**src/rtl/fb_write_arbiter_if.sv**
```systemverilog
`default_nettype none
// +----------------------------------------------------------------------+
// | fb_wr_if : requester, fill-control and framebuffer write bundle      |
// | Rev 1.0                                                              |
// +----------------------------------------------------------------------+
interface fb_wr_if #(
  parameter int ADDR_W = 19
);
  logic              clear_start;
  logic              clear_value;
  logic              a_valid;
  logic [ADDR_W-1:0] a_addr;
  logic              a_data;
  logic              a_ready;
  logic              b_valid;
  logic [ADDR_W-1:0] b_addr;
  logic              b_data;
  logic              b_ready;
  logic              fb_we;
  logic [ADDR_W-1:0] fb_addr;
  logic              fb_data;
  logic              clear_busy;
  logic              clear_done;
  logic              oor_drop;

  modport master (
    output clear_start, clear_value,
    output a_valid, a_addr, a_data, b_valid, b_addr, b_data,
    input  a_ready, b_ready,
    input  fb_we, fb_addr, fb_data, clear_busy, clear_done, oor_drop
  );

  modport slave (
    input  clear_start, clear_value,
    input  a_valid, a_addr, a_data, b_valid, b_addr, b_data,
    output a_ready, b_ready,
    output fb_we, fb_addr, fb_data, clear_busy, clear_done, oor_drop
  );
endinterface
`default_nettype wire

```
**src/rtl/fb_write_arbiter.sv**
```systemverilog
`default_nettype none
// +----------------------------------------------------------------------+
// | fb_write_arbiter : round-robin A/B framebuffer writer with full fill |
// | Rev 1.0                                                              |
// +----------------------------------------------------------------------+
module fb_write_arbiter #(
  parameter int FB_W   = 640,
  parameter int FB_H   = 480,
  parameter int ADDR_W = 19
) (
  input  logic   clk,
  input  logic   rst,
  fb_wr_if.slave bus
);
  localparam logic [0:0]        c_ARB   = 1'b0;
  localparam logic [0:0]        c_CLEAR = 1'b1;
  localparam logic [ADDR_W:0]   c_NPIX  = (ADDR_W+1)'(FB_W * FB_H);
  localparam logic [ADDR_W-1:0] c_LAST  = ADDR_W'(FB_W * FB_H - 1);

  logic [0:0]        r_state;
  logic [0:0]        w_next_state;
  logic [ADDR_W-1:0] r_cnt;
  logic [ADDR_W-1:0] w_cnt_nxt;
  logic              r_clr_val;
  logic              r_last_b;
  logic              r_fb_we;
  logic [ADDR_W-1:0] r_fb_addr;
  logic              r_fb_data;
  logic              r_busy;
  logic              r_done;
  logic              r_oor;
  logic              w_a_ready;
  logic              w_b_ready;
  logic              w_a_xfer;
  logic              w_b_xfer;
  logic [ADDR_W-1:0] w_req_addr;
  logic              w_req_data;
  logic              w_in_range;

  always_ff @(posedge clk or posedge rst) begin
    if (rst) r_state <= c_ARB;
    else     r_state <= w_next_state;
  end

  always_comb begin
    w_next_state = r_state;
    case (r_state)
      c_ARB:   if (bus.clear_start) w_next_state = c_CLEAR;
      c_CLEAR: if (r_cnt == c_LAST) w_next_state = c_ARB;
      default: w_next_state = c_ARB;
    endcase
  end

  // Grant on a tie goes to whichever requester was not served last.
  always_comb begin
    w_a_ready = 1'b0;
    w_b_ready = 1'b0;
    if (r_state == c_ARB && !bus.clear_start) begin
      if (bus.a_valid && (!bus.b_valid || r_last_b)) w_a_ready = 1'b1;
      else if (bus.b_valid)                          w_b_ready = 1'b1;
    end
  end

  assign w_a_xfer   = bus.a_valid && w_a_ready;
  assign w_b_xfer   = bus.b_valid && w_b_ready;
  assign w_req_addr = w_a_xfer ? bus.a_addr : bus.b_addr;
  assign w_req_data = w_a_xfer ? bus.a_data : bus.b_data;
  assign w_in_range = {1'b0, w_req_addr} < c_NPIX;
  assign w_cnt_nxt  = r_cnt + 1'b1;

  // Fill writes are presented while in CLEAR, so fb_addr tracks r_cnt there.
  always_ff @(posedge clk or posedge rst) begin
    if (rst) begin
      r_cnt     <= '0;
      r_clr_val <= 1'b0;
      r_last_b  <= 1'b1;
      r_fb_we   <= 1'b0;
      r_fb_addr <= '0;
      r_fb_data <= 1'b0;
      r_busy    <= 1'b0;
      r_done    <= 1'b0;
      r_oor     <= 1'b0;
    end else begin
      r_fb_we <= 1'b0;
      r_done  <= 1'b0;
      r_oor   <= 1'b0;
      if (r_state == c_ARB) begin
        if (bus.clear_start) begin
          r_cnt     <= '0;
          r_clr_val <= bus.clear_value;
          r_fb_we   <= 1'b1;
          r_fb_addr <= '0;
          r_fb_data <= bus.clear_value;
          r_busy    <= 1'b1;
          r_done    <= (c_LAST == '0);
        end else if (w_a_xfer || w_b_xfer) begin
          r_last_b <= w_b_xfer;
          if (w_in_range) begin
            r_fb_we   <= 1'b1;
            r_fb_addr <= w_req_addr;
            r_fb_data <= w_req_data;
          end else begin
            r_oor <= 1'b1;
          end
        end
      end else if (r_cnt == c_LAST) begin
        r_busy <= 1'b0;
      end else begin
        r_cnt     <= w_cnt_nxt;
        r_fb_we   <= 1'b1;
        r_fb_addr <= w_cnt_nxt;
        r_fb_data <= r_clr_val;
        r_done    <= (w_cnt_nxt == c_LAST);
      end
    end
  end

  assign bus.a_ready    = w_a_ready;
  assign bus.b_ready    = w_b_ready;
  assign bus.fb_we      = r_fb_we;
  assign bus.fb_addr    = r_fb_addr;
  assign bus.fb_data    = r_fb_data;
  assign bus.clear_busy = r_busy;
  assign bus.clear_done = r_done;
  assign bus.oor_drop   = r_oor;
endmodule
`default_nettype wire

```
**src/flat_wrapper.sv**
```systemverilog
// flat-port wrapper written by rule: the top's interface ports become plain ports
module fb_write_arbiter_flat 
#(
  parameter int FB_W   = 640,
  parameter int FB_H   = 480,
  parameter int ADDR_W = 19
)
  (clk, rst, bus_clear_start, bus_clear_value, bus_a_valid, bus_a_addr, bus_a_data, bus_b_valid, bus_b_addr, bus_b_data, bus_a_ready, bus_b_ready, bus_fb_we, bus_fb_addr, bus_fb_data, bus_clear_busy, bus_clear_done, bus_oor_drop);
  fb_wr_if #(.ADDR_W(ADDR_W)) bus_i ();
  input  logic clk;
  input  logic rst;
  input wire logic [$bits(bus_i.clear_start)-1:0] bus_clear_start;
  input wire logic [$bits(bus_i.clear_value)-1:0] bus_clear_value;
  input wire logic [$bits(bus_i.a_valid)-1:0] bus_a_valid;
  input wire logic [$bits(bus_i.a_addr)-1:0] bus_a_addr;
  input wire logic [$bits(bus_i.a_data)-1:0] bus_a_data;
  input wire logic [$bits(bus_i.b_valid)-1:0] bus_b_valid;
  input wire logic [$bits(bus_i.b_addr)-1:0] bus_b_addr;
  input wire logic [$bits(bus_i.b_data)-1:0] bus_b_data;
  output wire logic [$bits(bus_i.a_ready)-1:0] bus_a_ready;
  output wire logic [$bits(bus_i.b_ready)-1:0] bus_b_ready;
  output wire logic [$bits(bus_i.fb_we)-1:0] bus_fb_we;
  output wire logic [$bits(bus_i.fb_addr)-1:0] bus_fb_addr;
  output wire logic [$bits(bus_i.fb_data)-1:0] bus_fb_data;
  output wire logic [$bits(bus_i.clear_busy)-1:0] bus_clear_busy;
  output wire logic [$bits(bus_i.clear_done)-1:0] bus_clear_done;
  output wire logic [$bits(bus_i.oor_drop)-1:0] bus_oor_drop;
  assign bus_i.clear_start = bus_clear_start;
  assign bus_i.clear_value = bus_clear_value;
  assign bus_i.a_valid = bus_a_valid;
  assign bus_i.a_addr = bus_a_addr;
  assign bus_i.a_data = bus_a_data;
  assign bus_i.b_valid = bus_b_valid;
  assign bus_i.b_addr = bus_b_addr;
  assign bus_i.b_data = bus_b_data;
  assign bus_a_ready = bus_i.a_ready;
  assign bus_b_ready = bus_i.b_ready;
  assign bus_fb_we = bus_i.fb_we;
  assign bus_fb_addr = bus_i.fb_addr;
  assign bus_fb_data = bus_i.fb_data;
  assign bus_clear_busy = bus_i.clear_busy;
  assign bus_clear_done = bus_i.clear_done;
  assign bus_oor_drop = bus_i.oor_drop;
  fb_write_arbiter #(.FB_W(FB_W), .FB_H(FB_H), .ADDR_W(ADDR_W)) u_core (.clk(clk), .rst(rst), .bus(bus_i));
endmodule
```
**config.mk**
```make
export PLATFORM = sky130hd
export DESIGN_NAME = fb_write_arbiter_flat
export DESIGN_NICKNAME = d
export VERILOG_FILES = /design/src/rtl/fb_write_arbiter_if.sv /design/src/rtl/fb_write_arbiter.sv /design/src/flat_wrapper.sv
export SDC_FILE = /design/constraint.sdc
export NUM_CORES = 1
export LEC_CHECK = 0
export CAP_MARGIN = 20
export CORE_ASPECT_RATIO = 0.8
export CORE_UTILIZATION = 25
export DETAILED_ROUTE_END_ITERATION = 10
export SYNTH_ARGS = -nofsm -noshare
export SYNTH_HDL_FRONTEND = slang
export SYNTH_SLANG_ARGS = --single-unit
```
**constraint.sdc**
```tcl
create_clock -name clk -period 5.67 [get_ports clk]
set_clock_uncertainty 0.1 [all_clocks]
set_input_delay 0.567 -clock clk [delete_from_list [all_inputs] [get_ports clk]]
set_output_delay 0.567 -clock clk [all_outputs]
set_load 0.01 [all_outputs]
```
Word-level counts from Yosys, hierarchy flattened
Index checks and enable logic that the tools add are counted.

Register bits: 46. Input port bits: 46. Output and inout port bits: 26. Logic and storage cells: 69.

Add/sub/neg operators: 1. Magnitude comparators: 1. Equal/unequal tests: 4. Multiplexer cells: 35. Bitwise operators: 2. Reduce and logical (&&, ||, !) cells: 16.

Operators by type and width (number): $mux W19 (8); $eq A19 B19 Y1 const B (2); $mux W1 (26); $add A19 B1 Y19 const B (1); $lt A19 B19 Y1 const B (1); $reduce_and A2 Y1 (3); $reduce_and A3 Y1 (2); $reduce_bool A3 Y1 (2); $logic_and A1 B1 Y1 (4); $ne A2 B2 Y1 const B (2); $logic_not A1 Y1 (2); $logic_or A1 B1 Y1 (2); $not A1 Y1 (2); $pmux W1 S2 (1); $reduce_bool A2 Y1 (1).

Depth between registers and ports, before layout
Gate-level depths: netlist of run 1.

Word-level depth: 12. Gate-level depth with buffers: 8. Gate-level depth less buffers: 6.

Worst setup path after synthesis of run 1
OpenSTA, ideal clock, no wires.

Path kind: input to register. From: in bus_clear_start. To: reg u_core.r_fb_addr[0], in the netlist u_core.bus.fb_addr[0]. Library setup time: 125 ps. Arrival: 2159 ps. Data required time: 5445 ps. Path slack: 3286 ps. Stages on the path: 6. Buffers on the path: 1. Path through: or2_2 nor3_2 mux2i_1 o211ai_4 buf_6 mux2_4.

Word-level cells in the longest chain between the ends: 9.

Ends and longest elaborated chain: from (decl) (RTL line flat_wrapper.sv:12) `input wire logic [$bits(bus_i.clear_start)-1:0] bus_clear_start;`; $logic_not A1 Y1 (*) (RTL line fb_write_arbiter.sv:58) `if (r_state == c_ARB && !bus.clear_start) begin`; $logic_and A1 B1 Y1 (*) (RTL line fb_write_arbiter.sv:58); $mux W1 (*) (RTL line fb_write_arbiter.sv:58); via bus_a_ready (RTL line flat_wrapper.sv:20) `output wire logic [$bits(bus_i.a_ready)-1:0] bus_a_ready;`; $logic_and A1 B1 Y1 (*) (RTL line fb_write_arbiter.sv:64) `assign w_a_xfer = bus.a_valid && w_a_ready;`; parallel branches: the longest is 5 deep, another holds $lt A19 B19 Y1; to (signal assigned) (RTL line fb_write_arbiter.sv:100) `r_fb_addr <= w_req_addr;`; to (signal assigned) (RTL line fb_write_arbiter.sv:111) `r_fb_addr <= w_cnt_nxt;`; to (decl) (RTL line fb_write_arbiter.sv:27) `logic [ADDR_W-1:0] r_fb_addr;`.

Mark *: on every way through the listed nets, which the timed path passes. The select of a mux whose other input is x is not followed. A chain may end at the register's enable or synchronous reset.

Worst setup path after layout of run 1
From: reg u_core.r_state. To: reg u_core.r_fb_addr[4], in the netlist u_core.bus.fb_addr[4].

Word-level cells in the longest chain between the ends: 9.

Ends and longest elaborated chain: from (decl) (RTL line fb_write_arbiter.sv:20) `logic [0:0] r_state;`; from (signal assigned) (RTL line fb_write_arbiter.sv:41) `if (rst) r_state <= c_ARB;`; from (signal assigned) (RTL line fb_write_arbiter.sv:42) `else r_state <= w_next_state;`; parallel branches: the longest is 9 deep, another holds $lt A19 B19 Y1.

Several ways; the timed one is not identified. The select of a mux whose other input is x is not followed.

==> reports/qor.yml, run 1 <==
synthCells: 319
tightest_slew_ns: 1.022
cts_made_buffers: 5
die_area_um2: 12690
fp.dieH_um: 100.9
yosysWarningCount: 0
cp_slowest_stage_delay_ns: 1.01
cts_tree: "built"
status: "finished, violations left"
min_from: "u_core.bus.fb_addr[10]"
layout.nets: 424
synth-main-ff-cell: "dfrtp_1"
p_sw_share_pct: 31.72
wl_per_cell_um: 16.04
yosysSeqAreaShare_pct: 37.67
yosys-top-cells-area: "dfrtp_1 (37%), mux2_4 (8.8%), mux2i_1 (6.9%), o21ai_0 (5.7%), nand2_1 (4.0%)"
grt_pass1_wl_um: 13590
yosysMostFrequentCell: "dfrtp_1"
firstDrtPassIters: 8
synth_common_cells: "dfrtp_1 (45), o21ai_0 (35), nand2_1 (33)"
hold_viol_final: 0
p_sw_uw: 353.3
fin_crit_sh_pct: 63.97
hp-class: "flip-flop to flip-flop"
fp-row-count: 35
max-clock-path-buffers: 2
hold_ws_ns: 0.4128
crit_slowest_cell: "dfrtp_1"
reg2reg_from: "u_core.r_state"
slew_headroom_pct: 31.86
gr-total-overflow: 0
start_util_pct: 26.07
cp_cell_sequence: "inv_2, o31ai_4, o211ai_4, mux2_4"
p_int_uw: 760.3
synth_top_area_share_pct: 36.81
cts_root_buf: "clkbuf_16"
track_usage_pct: 13.49
cp.arrival_ns: 3.69
critPathLaunchType: "flip-flop"
yosysUniqueCellTypes: 53
power_frac_seq_pct: 42.0
place_congestion: 0.8191
drv_cap: 0
viasPerCell: 5.080
syn_area_um2: 3059
dpl.hpwl_um: 5873
yosysTopAreaCell: "dfrtp_1"
antenna_cells: 0
final_layout_size_suffix_gt1_share_pct: 11.41
io_pins: 72
yosys_register_bits: 46
p_clk_share_pct: 27.2
clk_latency_ns: 0.29
drtIter0Drc: 190
core_area_um2: 11740
vias: 2667
path_class: "flip-flop to flip-flop"
io_buffers: 71
ir_drop_v: 0.0001530
grt_setup_unrepaired: "false"
path_depth: 4
clk_pin_slew_worst_paths_ns: 0.07
cellPowerDensity_nw_per_um2: 276.8
ys_async_sr_fraction_pct: 100.0
crit_required_ns: 5.74
setup_violations: 0
violations: "design-rule violations"
die_w_um: 125.7
place_ws_ns: 1.983
crit_start: "u_core.r_state"
cts_setup_buffers: 0
cts_sinks: 46
hold_path_depth: 1
synth_edf_count: 0
htree_levels: 2
ant_nets: 0
cts_resized: 0
antenna_found_initial: 0
p_leak_nw: 1.669
p_comb_share_pct: 30.8
critPathTopFamily: "compound AO/OA/AOI/OAI gates"
timing.fmax_mhz: 275.7
synth.avg_cell_area_um2: 9.590
grt_max_degree: 47
syn-num-nets: 367
syn_to_final_growth_pct: 31.49
routed_wl_um: 8420
timing.final.ws_setup_ns: 2.043
cp_max_fo: 32
cp.buffers_inverters: 1
final.min_clock_period_ns: 3.627
setup_tns_ns: 0
final_max_slew_viol_count: 0
drc: 7
grt_pass1_vias: 2624
worst_r2r_path_depth: 4
endpoint_kind: "flip-flop"
holdBufCountCts: 0
cell usage in the layout, fill, tap and decap left out, types with 9 or more instances in the layout:
master           Yosys  routed
nor2_1              14      14
clkdlybuf4s50_1      0      71
dfrtp_1             45      45
nand3_1             13      13
mux2_4              18      18
xnor2_1             11      11
o21ai_0             35      35
nand2_1             33      33
inv_1               10       9
mux2i_1             21      21
cells by family after synthesis:
logic type,Yosys count,share of synthesized area (%)
fa+ha+maj,2,0.8179
xor+xnor,11,3.149
compound gates,82,17.91
flops,46,37.67
mux,40,16.07
buf+inv,34,4.990
simple gates,104,19.39
power by group through the flow:
stage | clock, mW | combinational, mW | sequential (mW)
after floorplan | 0 | 0.217 | 0.449
after global placement | 0 | 0.335 | 0.470
after detailed placement | 0 | 0.342 | 0.469
after CTS | 0.307 | 0.344 | 0.465
after global routing | 0.320 | 0.377 | 0.477
final | 0.303 | 0.343 | 0.468
per-layer routing:
| metal | vias to the layer above | share of wire (%) | wire length, um | track usage (%) |
|---|---|---|---|---|
| li1 | 1295 | - | - | - |
| met1 | 1281 | 52 | 4395 | 20.11 |
| met2 | 85 | 41 | 3471 | 20.21 |
| met3 | 6 | 6.2 | 522 | 2.919 |
| met4 | 0 | 0.36 | 30 | 1.595 |
| met5 | - | 0 | 0 | 0 |
final cells by class:
class | count | area (um^2)
clock buffers | 7 | 142.6
clock inverters | 1 | 5.005
fillers | 1220 | 7714
inverters | 11 | 41.29
multi-input cells | 239 | 1758
flip-flops and latches | 46 | 1152
well taps | 148 | 185.2
repair buffers | 73 | 738.2
metrics by stage:
stage | area [um^2] | power (mW) | instances | util, %
finish | 4023 | 1.114 | 525 | 34.28
global route | 4023 | 1.174 | 525 | 34.28
CTS | 4003 | 1.116 | 524 | 34.10
detailed placement | 3855 | 0.8108 | 516 | 32.85
global placement | 3855 | 0.8042 | 516 | 32.85
floorplan | 3059 | 0.6659 | 319 | -
worst paths after layout:
path | to | slack [ns]
max in group asynchronous | u_core.r_last_b | 4.42
worst min register to register | u_core.bus.fb_addr[10] | 0.41
worst max-delay path | u_core.bus.fb_addr[4] | 2.04
worst min-delay path | u_core.bus.fb_addr[10] | 0.41
worst max register to register | u_core.bus.fb_addr[4] | 2.04
min in group asynchronous | u_core.bus.fb_addr[15] | 0.48
sequential cells by signal (all words and copies together) (netlist names):
signal                 cells
u_core.bus.fb_addr        19
u_core.bus.clear_done      1
u_core.r_cnt              19
u_core.r_state             1
u_core.r_last_b            1
u_core.bus.clear_busy      1
u_core.bus.oor_drop        1
u_core.bus.fb_data         1
u_core.bus.fb_we           1
u_core.r_clr_val           1
worst reg2reg max path, cell delays in order, from the launching register on:
cell,delay [ns]
dfrtp_1,1.01
inv_2,0.39
o31ai_4,0.97
o211ai_4,0.58
mux2_4,0.46
(Power assumes the default switching activity.)
==> inputs of run 2 (changes only) <==
- clock period: 5.67 -> 3.2 ns (I/O delays scaled with it)
==> reports/qor.yml, run 2 (same netlist as run 1, synthesis figures left out) <==
die_area_um2: 12690  # unchanged
core_area_um2: 11740  # unchanged
htree_levels: 2  # unchanged
p_sw_share_pct: 29.60  # -2.1 points
vias: 2678  # +0.41%
viasPerCell: 5.043  # -0.72%
routed_wl_um: 8319  # -1.2%
p_leak_nw: 1.716  # +2.9%
tightest_slew_ns: 0.6899  # -0.3322 ns
status: "finished, violations left"
cp_slowest_stage_delay_ns: 0.62  # -0.39 ns
fin_crit_sh_pct: 82.43  # +18 points
io_buffers: 71  # unchanged
cts_tree: "built"
layout_commonest_cell: "clkdlybuf4s50_1"
drc: 7  # unchanged
final.min_clock_period_ns: 2.638  # -0.9894 ns
drv_cap: 0  # unchanged
layout_common_cells: "clkdlybuf4s50_1 (71), dfrtp_1 (45), o21ai_0 (35), nand2_1 (33), mux2i_1 (21)"
cp.buffers_inverters: 0  # -1
wl_met3_um: 571  # +9.4%
die_w_um: 125.7  # unchanged
power_frac_seq_pct: 39.2  # -2.8 points
p_comb_share_pct: 28.5  # -2.3 points
critPathLaunchType: "flip-flop"
drtIter0Drc: 187  # -1.6%
timing.fmax_mhz: 379.1  # +38%
io_pins: 72  # unchanged
track_usage_pct: 13.41  # -0.081 points
holdBufCountCts: 0  # unchanged
ir_drop_v: 0.0002614  # +71%
path_class: "flip-flop to flip-flop"
cts_made_buffers: 5  # unchanged
dr.max_layer_used: "met4"
gr-total-overflow: 0  # unchanged
p_int_mw: 1.486  # +95%
clk_latency_ns: 0.29  # about the same
clk_pin_slew_worst_paths_ns: 0.07  # about the same
total_power_mw: 2.110  # +90%
wl_per_cell_um: 15.67  # -2.3%
grt_pass1_vias: 2539  # -3.2%
dpl.hpwl_um: 5925  # +0.89%
fp-row-count: 35  # unchanged
grt_pass1_wl_um: 13330  # -1.9%
endpoint_kind: "flip-flop"
drt-met1-wl_um: 4166  # -5.2%
fin_area_um2: 4114  # +2.3%
antenna_cells: 0  # unchanged
fp.dieH_um: 100.9  # unchanged
slew_headroom_pct: 53.84  # +22 points
max-clock-path-buffers: 2  # unchanged
final_max_slew_viol_count: 0  # unchanged
cts_setup_buffers: 0  # unchanged
start_util_pct: 26.07  # unchanged
grt_max_degree: 47  # unchanged
crit_required_ns: 3.25  # -2.49 ns
setup_violations: 0  # unchanged
place_area_um2: 3900  # +1.2%
cts_sinks: 46  # unchanged
grt_setup_unrepaired: "false"
critPathTopFamily: "simple AND/OR/NAND/NOR gates"
hp-class: "input port to async pin"
cp_max_fo: 7  # -78%
firstDrtPassIters: 8  # unchanged
antenna_found_initial: 0  # unchanged
layout.nets: 430  # +1.4%
setup_tns_ns: 0  # unchanged
met2_wirelength_um: 3518  # +1.4%
cts_resized: 0  # unchanged
cellPowerDensity_nw_per_um2: 512.9  # +85%
p_clk_share_pct: 32.3  # +5.1 points
p_sw_uw: 624.6  # +77%
crit_slowest_cell: "or4b_1"
syn_to_final_growth_pct: 34.48
ant_nets: 0  # unchanged
cts_root_buf: "clkbuf_16"
cp.arrival_ns: 2.69  # -1.00 ns
cp_cell_sequence: "ha_1, nand3_1, nor3_1, o21ai_0, or4b_1, a2111oi_2"
violations: "design-rule violations"
place_congestion: 0.8100  # -1.1%
final_layout_size_suffix_gt1_share_pct: 13.05  # +1.6 points
hold_viol_final: 0  # unchanged
run 2: worst paths after layout:
path | endpoint | start | slack (ns) | depth (start not counted)
min | u_core.bus.fb_addr[7] | rst | 0.14 | 2
min in group clk | u_core.bus.fb_addr[14] | u_core.bus.fb_addr[14] | 0.41 | 1
max | u_core.bus.clear_done | u_core.r_cnt[1] | 0.56 | 6
max in group asynchronous | u_core.r_last_b | rst | 2.36 | 3
max reg2reg | u_core.bus.clear_done | u_core.r_cnt[1] | 0.56 | 6
min reg2reg | u_core.bus.fb_addr[14] | u_core.bus.fb_addr[14] | 0.41 | 1
run 2: layout make-up:
| type | instances | area [um^2] |
|---|---|---|
| repair buffers | 79 | 783.3 |
| clock buffers | 5 | 125.1 |
| flip-flops and latches | 46 | 1152 |
| fillers | 1209 | 7622 |
| clock inverters | 3 | 68.82 |
| well taps | 148 | 185.2 |
| inverters | 11 | 41.29 |
| multi-input cells | 239 | 1758 |
run 2: power by group through the flow:
stage                     registers (mW)  logic [mW]  clock network (mW)
after floorplan                    0.795       0.385                   0
after global placement             0.833       0.587                   0
after detailed placement           0.832       0.600                   0
after CTS                          0.826       0.605               0.688
after global routing               0.848       0.657               0.719
final                              0.828       0.602               0.681
run 2: metrics by stage:
step,setup WS (ns),hold WS (ns),instances,utilization (%)
final,0.5622,0.1426,531,35.05
after global routing,0.3677,0.1629,531,35.05
after CTS,0.5664,0.4175,530,34.88
after detailed placement,0.2768,0.3973,522,33.23
after global placement,0.3042,0.3906,522,33.23
after floorplan,0.9465,0.3488,319,-
run 2: per-layer routing:
layer	global-route usage, %	up-vias
met4	3.189	0
met5	0	-
met2	20.60	106
met3	2.654	6
li1	-	1311
met1	19.23	1255
==> patch: new RTL, settings of run 2 <==
`ADDR_W` is set to 19 in 3 places; all go to 23.
--- a/src/rtl/fb_write_arbiter_if.sv
+++ b/src/rtl/fb_write_arbiter_if.sv
@@ -4,7 +4,7 @@
 // | Rev 1.0                                                              |
 // +----------------------------------------------------------------------+
 interface fb_wr_if #(
-  parameter int ADDR_W = 19
+  parameter int ADDR_W = 23
 );
   logic              clear_start;
   logic              clear_value;
--- a/src/rtl/fb_write_arbiter.sv
+++ b/src/rtl/fb_write_arbiter.sv
@@ -6,7 +6,7 @@
 module fb_write_arbiter #(
   parameter int FB_W   = 640,
   parameter int FB_H   = 480,
-  parameter int ADDR_W = 19
+  parameter int ADDR_W = 23
 ) (
   input  logic   clk,
   input  logic   rst,
--- a/src/flat_wrapper.sv
+++ b/src/flat_wrapper.sv
@@ -3,7 +3,7 @@
 #(
   parameter int FB_W   = 640,
   parameter int FB_H   = 480,
-  parameter int ADDR_W = 19
+  parameter int ADDR_W = 23
 )
   (clk, rst, bus_clear_start, bus_clear_value, bus_a_valid, bus_a_addr, bus_a_data, bus_b_valid, bus_b_addr, bus_b_data, bus_a_ready, bus_b_ready, bus_fb_we, bus_fb_addr, bus_fb_data, bus_clear_busy, bus_clear_done, bus_oor_drop);
   fb_wr_if #(.ADDR_W(ADDR_W)) bus_i ();
Ports: changed (resized bus_a_addr, bus_b_addr and bus_fb_addr); port bits go from 72 to 84. No check against the original RTL was run, so the function may have changed too.
==> patch against run 2 <==
  * Core utilization fell by 0.82 points
  * Synthesized cell count is 11% higher
  * Area after synthesis is 14% higher
  * Sequential cell count rose by 8
  * Worst setup slack better by 0.0099 ns
  * Routed wire length increased by 20%
  * Design area grew 13%
  * Maximum frequency is 0.38% higher
  * Total power grew 7.5%
  * Non-clock buffer count grew 19
==> patch: results (changes against run 2) <==
[synth]
syn_avg_cell_area_um2 = 9.81  ; was 9.59 µm²
synth_nets = 411  ; was 367
netlist_top_cells_area = dfrtp_1, mux2i_1, mux2_4  ; was dfrtp_1, mux2_4, mux2i_1
yosysSeqAreaShare = 0.388  ; was 0.377
ys_seq_elements = 54  ; was 46
synth.distinct_cells = 65  ; was 53
synthTopCellsByCount = dfrtp_1, nand2_1, o21ai_0, mux2i_1, clkbuf_1  ; was dfrtp_1, o21ai_0, nand2_1, mux2i_1, mux2_4

[final_layout]
fillers = 1403  ; was 1209
num-multi-input-gates = 264  ; was 239
clock_area_frac = 0.0322  ; was 0.0471
multi_input_area_um2 = 1930  ; was 1760 µm²
n_all_buffers = 98  ; was 79
drive_gt1_frac = 0.120  ; was 0.131
bufAreaShareNonClock = 0.205  ; was 0.190
nNetsFinal = 490  ; was 430
seq_share = 0.291  ; was 0.280

[route]
viasPerCell = 4.85  ; was 5.04
m1WireLength_um = 5190  ; was 4170 µm
wl_met3_um = 732  ; was 571 µm
dr.pass1.iters = 4  ; was 8
route.met2.wl_um = 3970  ; was 3520 µm
wl_per_cell_um = 16.2  ; was 15.7 µm

[run_status]
outcome = finished clean  ; was finished with violations

[critical_path]
endpoint = u_core.bus.fb_addr[11]$_DFFE_PP0P_  ; was u_core.bus.clear_done$_DFF_PP0_
critPathSlowestCell = or4_4  ; was or4b_1
reg2reg_depth = 7  ; was 6
path_max_fanout = 11  ; was 7

[place]
hpwl_um = 7370  ; was 5930 µm
dpl.cell_count = 607  ; was 522
place.gp.congestion = 0.879  ; was 0.810

[grt]
grt_util_met2 = 0.211  ; was 0.206
grt_max_degree = 55  ; was 47
grt_pass1_vias = 2934  ; was 2539
grtUsageMet1 = 0.211  ; was 0.192
grt_use_total = 0.144  ; was 0.134

[timing]
fin_hold_ws_ns = 0.291  ; was 0.143 ns

[power_and_ir_drop]
pwr-share-clk = 0.249  ; was 0.323

patch: stage by stage:
stage / instance area (µm²) / power, mW / util / worst slack [ns]
2_1_floorplan: 3480 / 1.40 / - / 0.697
3_3_place_gp: 4510 / 1.71 / 0.331 / 0.550
3_5_place_dp: 4510 / 1.72 / 0.331 / 0.589
4_1_cts: 4660 / 2.29 / 0.342 / 0.591
5_1_grt: 4660 / 2.41 / 0.342 / 0.464
6_report: 4660 / 2.27 / 0.342 / 0.572
patch: kinds of logic (layout without fill, tap and decap cells):
kind of cell             Yosys count  in the layout  share of synthesized area
XOR/XNOR                          14             14                     0.0352
buffers and inverters             37            117                     0.0571
multiplexers                      42             42                      0.139
adder cells (fa/ha/maj)            2              2                    0.00719
AND/OR/NAND/NOR                  116            116                      0.190
AO/OA/AOI/OAI                     90             90                      0.183
flip-flops                        54             54                      0.388
patch: tightest hold or removal path: stages:
cell and delay [ns]:
clkdlybuf4s50_1 0.41, inv_2 0.07, buf_12 0.27
